--- config.mk ---
export PLATFORM = sky130hd
export DESIGN_NAME = ram_arbiter
export DESIGN_NICKNAME = d
export VERILOG_FILES = /design/src/rtl/ram_arbiter.sv
export SDC_FILE = /design/constraint.sdc
export NUM_CORES = 1
export LEC_CHECK = 0
export ABC_AREA = 1
export BUFFER_PORTS_ARGS = -buffer_cell sky130_fd_sc_hd__buf_2
export CAP_MARGIN = 20
export CORE_AREA = 2 2 117 119
export DETAILED_ROUTE_END_ITERATION = 10
export DIE_AREA = 0 0 119 121
export GPL_TIMING_DRIVEN = 0
export PLACE_DENSITY = 0.73
export SLEW_MARGIN = 20
export SYNTH_ARGS = -nofsm -noshare
export SYNTH_HDL_FRONTEND = slang
export SYNTH_SLANG_ARGS = --single-unit
--- constraint.sdc ---
create_clock -name clk -period 2.08 [get_ports clk]
set_input_delay 0.104 -clock clk [delete_from_list [all_inputs] [get_ports clk]]
set_output_delay 0.104 -clock clk [all_outputs]
set_load 0.01 [all_outputs]
--- src/rtl/ram_arbiter.sv ---
// Two-master round-robin arbiter in front of a single-ported RAM.
// Each granted access takes three cycles: IDLE (arbitrate), ACCESS (drive the
// RAM and capture read data), RESP (one-cycle ack/err to the winner).
module ram_arbiter #(
   parameter int MEM_DEPTH = 4096
) (
   input  logic        clk,
   input  logic        rst,
   input  logic        m0_req_i,
   input  logic        m0_we_i,
   input  logic [31:0] m0_addr_i,
   input  logic [31:0] m0_data_i,
   output logic [31:0] m0_data_o,
   output logic        m0_ack_o,
   output logic        m0_err_o,
   input  logic        m1_req_i,
   input  logic        m1_we_i,
   input  logic [31:0] m1_addr_i,
   input  logic [31:0] m1_data_i,
   output logic [31:0] m1_data_o,
   output logic        m1_ack_o,
   output logic        m1_err_o,
   output logic        ram_we_o,
   output logic [31:0] ram_addr_o,
   output logic [31:0] ram_data_o,
   input  logic [31:0] ram_data_i
);

   localparam logic [31:0] DEPTH_WORDS = 32'(MEM_DEPTH);

   typedef enum logic [1:0] {IDLE, ACCESS, RESP} state_t;

   state_t      state, state_next;
   logic        winner, winner_next;
   logic        last_grant;
   logic        err_q;

   logic        sel_we;
   logic [31:0] sel_addr;
   logic [31:0] sel_data;
   logic        sel_valid;
   logic        in_access;
   logic [31:0] capture;

   // Next-state logic; on a tie the master not served last wins.
   always_comb begin
      state_next  = state;
      winner_next = winner;
      case (state)
         IDLE: begin
            if (m0_req_i || m1_req_i) begin
               state_next = ACCESS;
               if (m0_req_i && m1_req_i) begin
                  winner_next = ~last_grant;
               end else begin
                  winner_next = m1_req_i;
               end
            end
         end
         ACCESS:  state_next = RESP;
         RESP:    state_next = IDLE;
         default: state_next = IDLE;
      endcase
   end

   // Route the winner's request to the RAM and decide whether it is legal.
   always_comb begin
      sel_we    = winner ? m1_we_i   : m0_we_i;
      sel_addr  = winner ? m1_addr_i : m0_addr_i;
      sel_data  = winner ? m1_data_i : m0_data_i;
      sel_valid = (sel_addr[1:0] == 2'b00) && ({2'b00, sel_addr[31:2]} < DEPTH_WORDS);
      in_access = (state == ACCESS);
      capture   = (sel_we || !sel_valid) ? 32'h0 : ram_data_i;
   end

   // RAM port is quiet outside ACCESS; write strobe blocked for bad addresses.
   // Because state is reset asynchronously, asserting rst kills ram_we_o at once.
   always_comb begin
      ram_we_o   = in_access && sel_we && sel_valid;
      ram_addr_o = in_access ? sel_addr : 32'h0;
      ram_data_o = in_access ? sel_data : 32'h0;
   end

   // Ack/err are decoded from RESP so they last exactly one cycle.
   always_comb begin
      m0_ack_o = (state == RESP) && !winner;
      m1_ack_o = (state == RESP) && winner;
      m0_err_o = m0_ack_o && err_q;
      m1_err_o = m1_ack_o && err_q;
   end

   // State, grant history and per-master read-data registers.
   always_ff @(posedge clk or posedge rst) begin
      if (rst) begin
         state      <= IDLE;
         winner     <= 1'b0;
         last_grant <= 1'b1;
         err_q      <= 1'b0;
         m0_data_o  <= 32'h0;
         m1_data_o  <= 32'h0;
      end else begin
         state  <= state_next;
         winner <= winner_next;
         if (state == ACCESS) begin
            err_q <= !sel_valid;
            if (winner) begin
               m1_data_o <= capture;
            end else begin
               m0_data_o <= capture;
            end
         end
         if (state == RESP) begin
            last_grant <= winner;
         end
      end
   end

endmodule

# --- After elaboration in Yosys (flattened, before gate mapping) ---
# Cells that the tools add are included.
totals:
  inputBits: 166
  out_inout_bits: 133
  reg_bits: 69
  elab_cells: 38
classes:
  bitwise_logic: 2
  n_lt_le_gt_ge: 1
  reduce_logical: 17
  n_mux: 9
  n_eq_ne: 3
ops:
  columns: ["cell", "count"]
  rows:
  - ["$mux 32", 5]
  - ["$lt 30x13->1 const B", 1]
  - ["$logic_and 1x1->1", 8]
  - ["$reduce_and 2->1", 3]
  - ["$logic_not 2->1", 2]
  - ["$pmux 2 s2", 1]
  - ["$eq 2x1->1 const B", 1]
  - ["$eq 2x2->1 const B", 1]
  - ["$logic_not 1->1", 2]
  - ["$logic_or 1x1->1", 2]
  - ["$mux 1", 2]
  - ["$mux 2", 1]
  - ["$ne 2x2->1 const B", 1]
  - ["$not 1->1", 2]

# --- Longest topological paths before layout ---
logic_depth:
  depth_word: 6
  ltp_mapped: 13
  depth_no_buf: 9

# --- Worst setup path after synthesis ---
# No wires, ideal clock.
synth_path:
  path_type: "register to output"
  startpoint: "register winner"
  endpoint: "output port ram_we_o"
  required_time_ps: 1976
  path_stages_with_launch: 13
  setup_slack_ps: 499
  t_arrival_ps: 1477
  path_buffers: 3
  cell_sequence: "dfrtp_1 buf_6 clkinv_2 buf_6 nand2_1 nand2_1 nand2_1 nor2_1 nand3_1 nor2_2 buf_6 nand2_1 nor2_1"
synth_between:
  elab_chain_len: 4
  elab_cells_between_ends: 7
  cone_classes: "order compare (1); mux (2); reduce/logical (4)"
synth_rtl:
  columns: ["element", "line", "source"]
  rows:
  - ["start: declaration", "34", "logic winner, winner_next;"]
  - ["start signal: assignment", "103", "winner <= winner_next;"]
  - ["$mux 32", "69", "sel_addr = winner ? m1_addr_i : m0_addr_i;"]
  - ["$lt 30x13->1 or $logic_not 2->1 (tied branches)", "71", "sel_valid = (sel_addr[1:0] == 2'b00) && ({2'b00, sel_addr[31:2]} < DEPTH_WORDS);"]
  - ["$logic_and 1x1->1", "71", null]
  - ["$logic_and 1x1->1 (*)", "79", "ram_we_o = in_access && sel_we && sel_valid;"]
  - ["end: declaration", "23", "output logic ram_we_o,"]
# Mark *: on every way between the ends. The rest lies on a longest branch, timed or not.

# --- Final worst setup path ---
# Same ends and word-level chain as after synthesis.

==> flow_summary.ini <==
[synthesis]
synthCells = 493
avgSynthCellArea_um2 = 7.78
synth_mux_area_share_pct = 0.261
yosys.area_share.simple_pct = 32.6
ys_types = 22
synth_area_mm2 = 0.00384
yosysTopAreaCellShare_pct = 44.3
synth_nets = 659
synth_fa_ha_area_share_pct = 0
synth_xor_area_share_pct = 0
yosys.area.top_type = dfrtp_1
synth-compound-area-share_pct = 11.8
synth-warning-count = 0
netlist_top_cells_area = dfrtp_1 44%, nand2_1 18%, nand4_1 10%
ys_seq_elements = 69
synth_top_family_by_area = simple AND/OR/NAND/NOR gates
synth-seq-area-share_pct = 45.0

[run_status]
status = complete, but fails checks
violations = setup timing

[critical_path]
worst-path-max-fanout = 8
rrSetupSlack_ps = 100
cpMostUsedCell = nand2_1
cp_cell_sequence = buf_6 -> clkinv_4 -> buf_8 -> nand2_1 -> nand2_2 -> nand2_1 -> nor2_1 -> nand3_1 -> nor2_2 -> buf_6 -> nand2_1 -> nor2_1 -> buf_2
cp_slowest_stage_delay_ps = 370
crit_type = register to output port
path_buf_inv = 5
arrival_ps = 1980
setup.worst_path.end_class = output port
cp_slowest_cell = dfrtp_1
cp_top_family = simple AND/OR/NAND/NOR gates
cp-start-kind = register
crit_required_ps = 1980

[run]
max-cap-violations = 0

[floorplanning]
core_mm2 = 0.0131
fp.dieH_um = 121
io_pins = 299
start_util_pct = 29.3
die_w_um = 119
die_area_mm2 = 0.0144
placement_rows = 42

[cts]
path_clk_slew_ps = 50
cts_tree = built
numCtsBuffers = 9
htreeDepth = 3
clk_path_buf_depth = 2
clock_latency_ps = 330
cts_root_buffer = clkbuf_16
clkSinkCount = 69

[route]
antenna_left = 0
dr.pass1.iters = 5
wl_met2_um = 8200
routed_wirelength_um = 17300
drc = 0
wl_met3_um = 1560
wire_per_inst_um = 17.4
drt-met1-wl_um = 7250
dr_total_vias = 4821
drt_iter0_drc = 337
viasPerCell = 4.84
top_layer = met4

[timing]
tightest_slew_ps = 562
rsz0062_at_grt = true
setup_slack_ps = -7.44
setup_viol = 1
hold_viol = 0
whs_ps = 30.1
finalMaxSlewViolations = 0
slew-limit-headroom_pct = 62.5
max_clock_freq_mhz = 479
period_share_pct = 100
period_needed_ps = 2090
skew_ps = 7.53

[final_layout]
post-route-util_pct = 47.5
area_delta_synth_final_pct = 62.1
layout.cells.most_common = buf_2
fin_area_mm2 = 0.00622
final_cells = 997
fin_nets = 980
layout-drive-gt1-share_pct = 45.7
final_cell_mix = 297 x buf_2, 182 x nand2_1, 68 x dfrtp_1, 64 x nand4_1, 43 x a22o_1

[global_routing]
grt_pass1_wl_um = 25600
overflow = 0
grt_max_degree = 45
grt_pass1_vias = 4540
grt_use_total_pct = 23.3
antenna_found_initial = 2

[placed_design]
dp_hpwl_um = 13600
dp_cells = 968
gp_congestion = 0.921
portBuffers = 298
place_area_mm2 = 0.00557

[power_and_ir_drop]
ir_drop_mv = 0.435
finalPower_mw = 7.13
powerDensity_mw_per_mm2 = 1150
p_leak_nw = 3.84

[hold_path]
holdCritPathClass = primary input to register
==> state kept, by name (all words and copies together), names as in the netlist <==
| register | flops |
|---|---|
| state | 2 |
| m1_data_o | 32 |
| err_q | 1 |
| winner | 1 |
| m0_data_o | 32 |
| last_grant | 1 |
==> cell families after synthesis <==
group	count (synthesis)
and+or+nand+nor	286
DFF	69
muxes	1
AOI/OAI and AO/OA	57
buffers and inverters	80
==> path summary, 6_finish.rpt <==
| check | cells past startpoint | endpoint | from |
|---|---|---|---|
| worst max register to register | 14 | m1_data_o[23]$_DFFE_PP0P_ | winner$_DFFE_PP0P_ |
| min in group asynchronous | 3 | m0_data_o[8]$_DFFE_PP0P_ | rst |
| worst min-delay path | 3 | m1_data_o[6]$_DFFE_PP0P_ | ram_data_i[6] |
| worst max-delay path | 13 | ram_we_o | winner$_DFFE_PP0P_ |
| max in group asynchronous | 4 | m1_data_o[23]$_DFFE_PP0P_ | rst |
| worst min register to register | 2 | m0_data_o[28]$_DFFE_PP0P_ | m0_data_o[28]$_DFFE_PP0P_ |
==> tightest hold or removal path: stages <==
cell and delay (ps):
buf_2 90, nand4_1 80, nand2_1 60
==> routing by layer <==
layer,up-vias,global-route usage (%)
met5,-,0
met2,232,37.7
met1,2267,29.7
met3,23,7.10
li1,2299,-
met4,0,7.66
==> power breakdown <==
part,switching (mW),leakage (nW),internal [mW]
registers,0.114,0.940,1.56
clock network,0.556,0.143,0.957
logic,2.30,2.75,1.64
total,2.96,3.84,4.16
==> synth_stat cells <==
cell type  instances
o21a_1             1
inv_1             36
or2_2              1
buf_6             10
buf_1              5
dfrtp_1           68
nand3_1            1
buf_2             12
nor2_1            31
nor3_1             2
dfstp_2            1
mux2i_1            1
nand3b_1           1
o21ai_1            9
nand2_1          183
clkbuf_1          15
nor2_2             3
clkinv_2           1
buf_4              1
nand4_1           64
o21ai_0            3
a22o_1            44
==> timing repair <==
item | in CTS | in global routing
buffers inserted | 7 | 1
pin swaps | 3 | 8
hold buffers | 1 | 0
endpoints found under the setup margin | 55 | 89
cloned | 1 | 1
gates resized for setup | 33 | 36
endpoints found under the hold margin | 24 | 0
==> stage by stage <==
stage / setup WS, ps / TNS [ps]
4_1_cts: -40.5 / -40.5
2_1_floorplan: 238 / 0
5_1_grt: -145 / -1390
3_3_place_gp: -636 / -43750
3_5_place_dp: -130 / -901
6_report: -7.44 / -7.44
==> layout make-up <==
| type | instances | area (um^2) |
|---|---|---|
| Antenna cell | 2 | 5.00 |
| Buffer | 43 | 339 |
| Clock buffer | 12 | 246 |
| Clock inverter | 4 | 47.5 |
| Fill cell | 1328 | 6860 |
| Inverter | 37 | 146 |
| Multi-Input combinational cell | 344 | 1780 |
| Sequential cell | 69 | 1730 |
| Tap cell | 176 | 220 |
| Timing Repair Buffer | 310 | 1710 |
(Power assumes the default switching activity.)
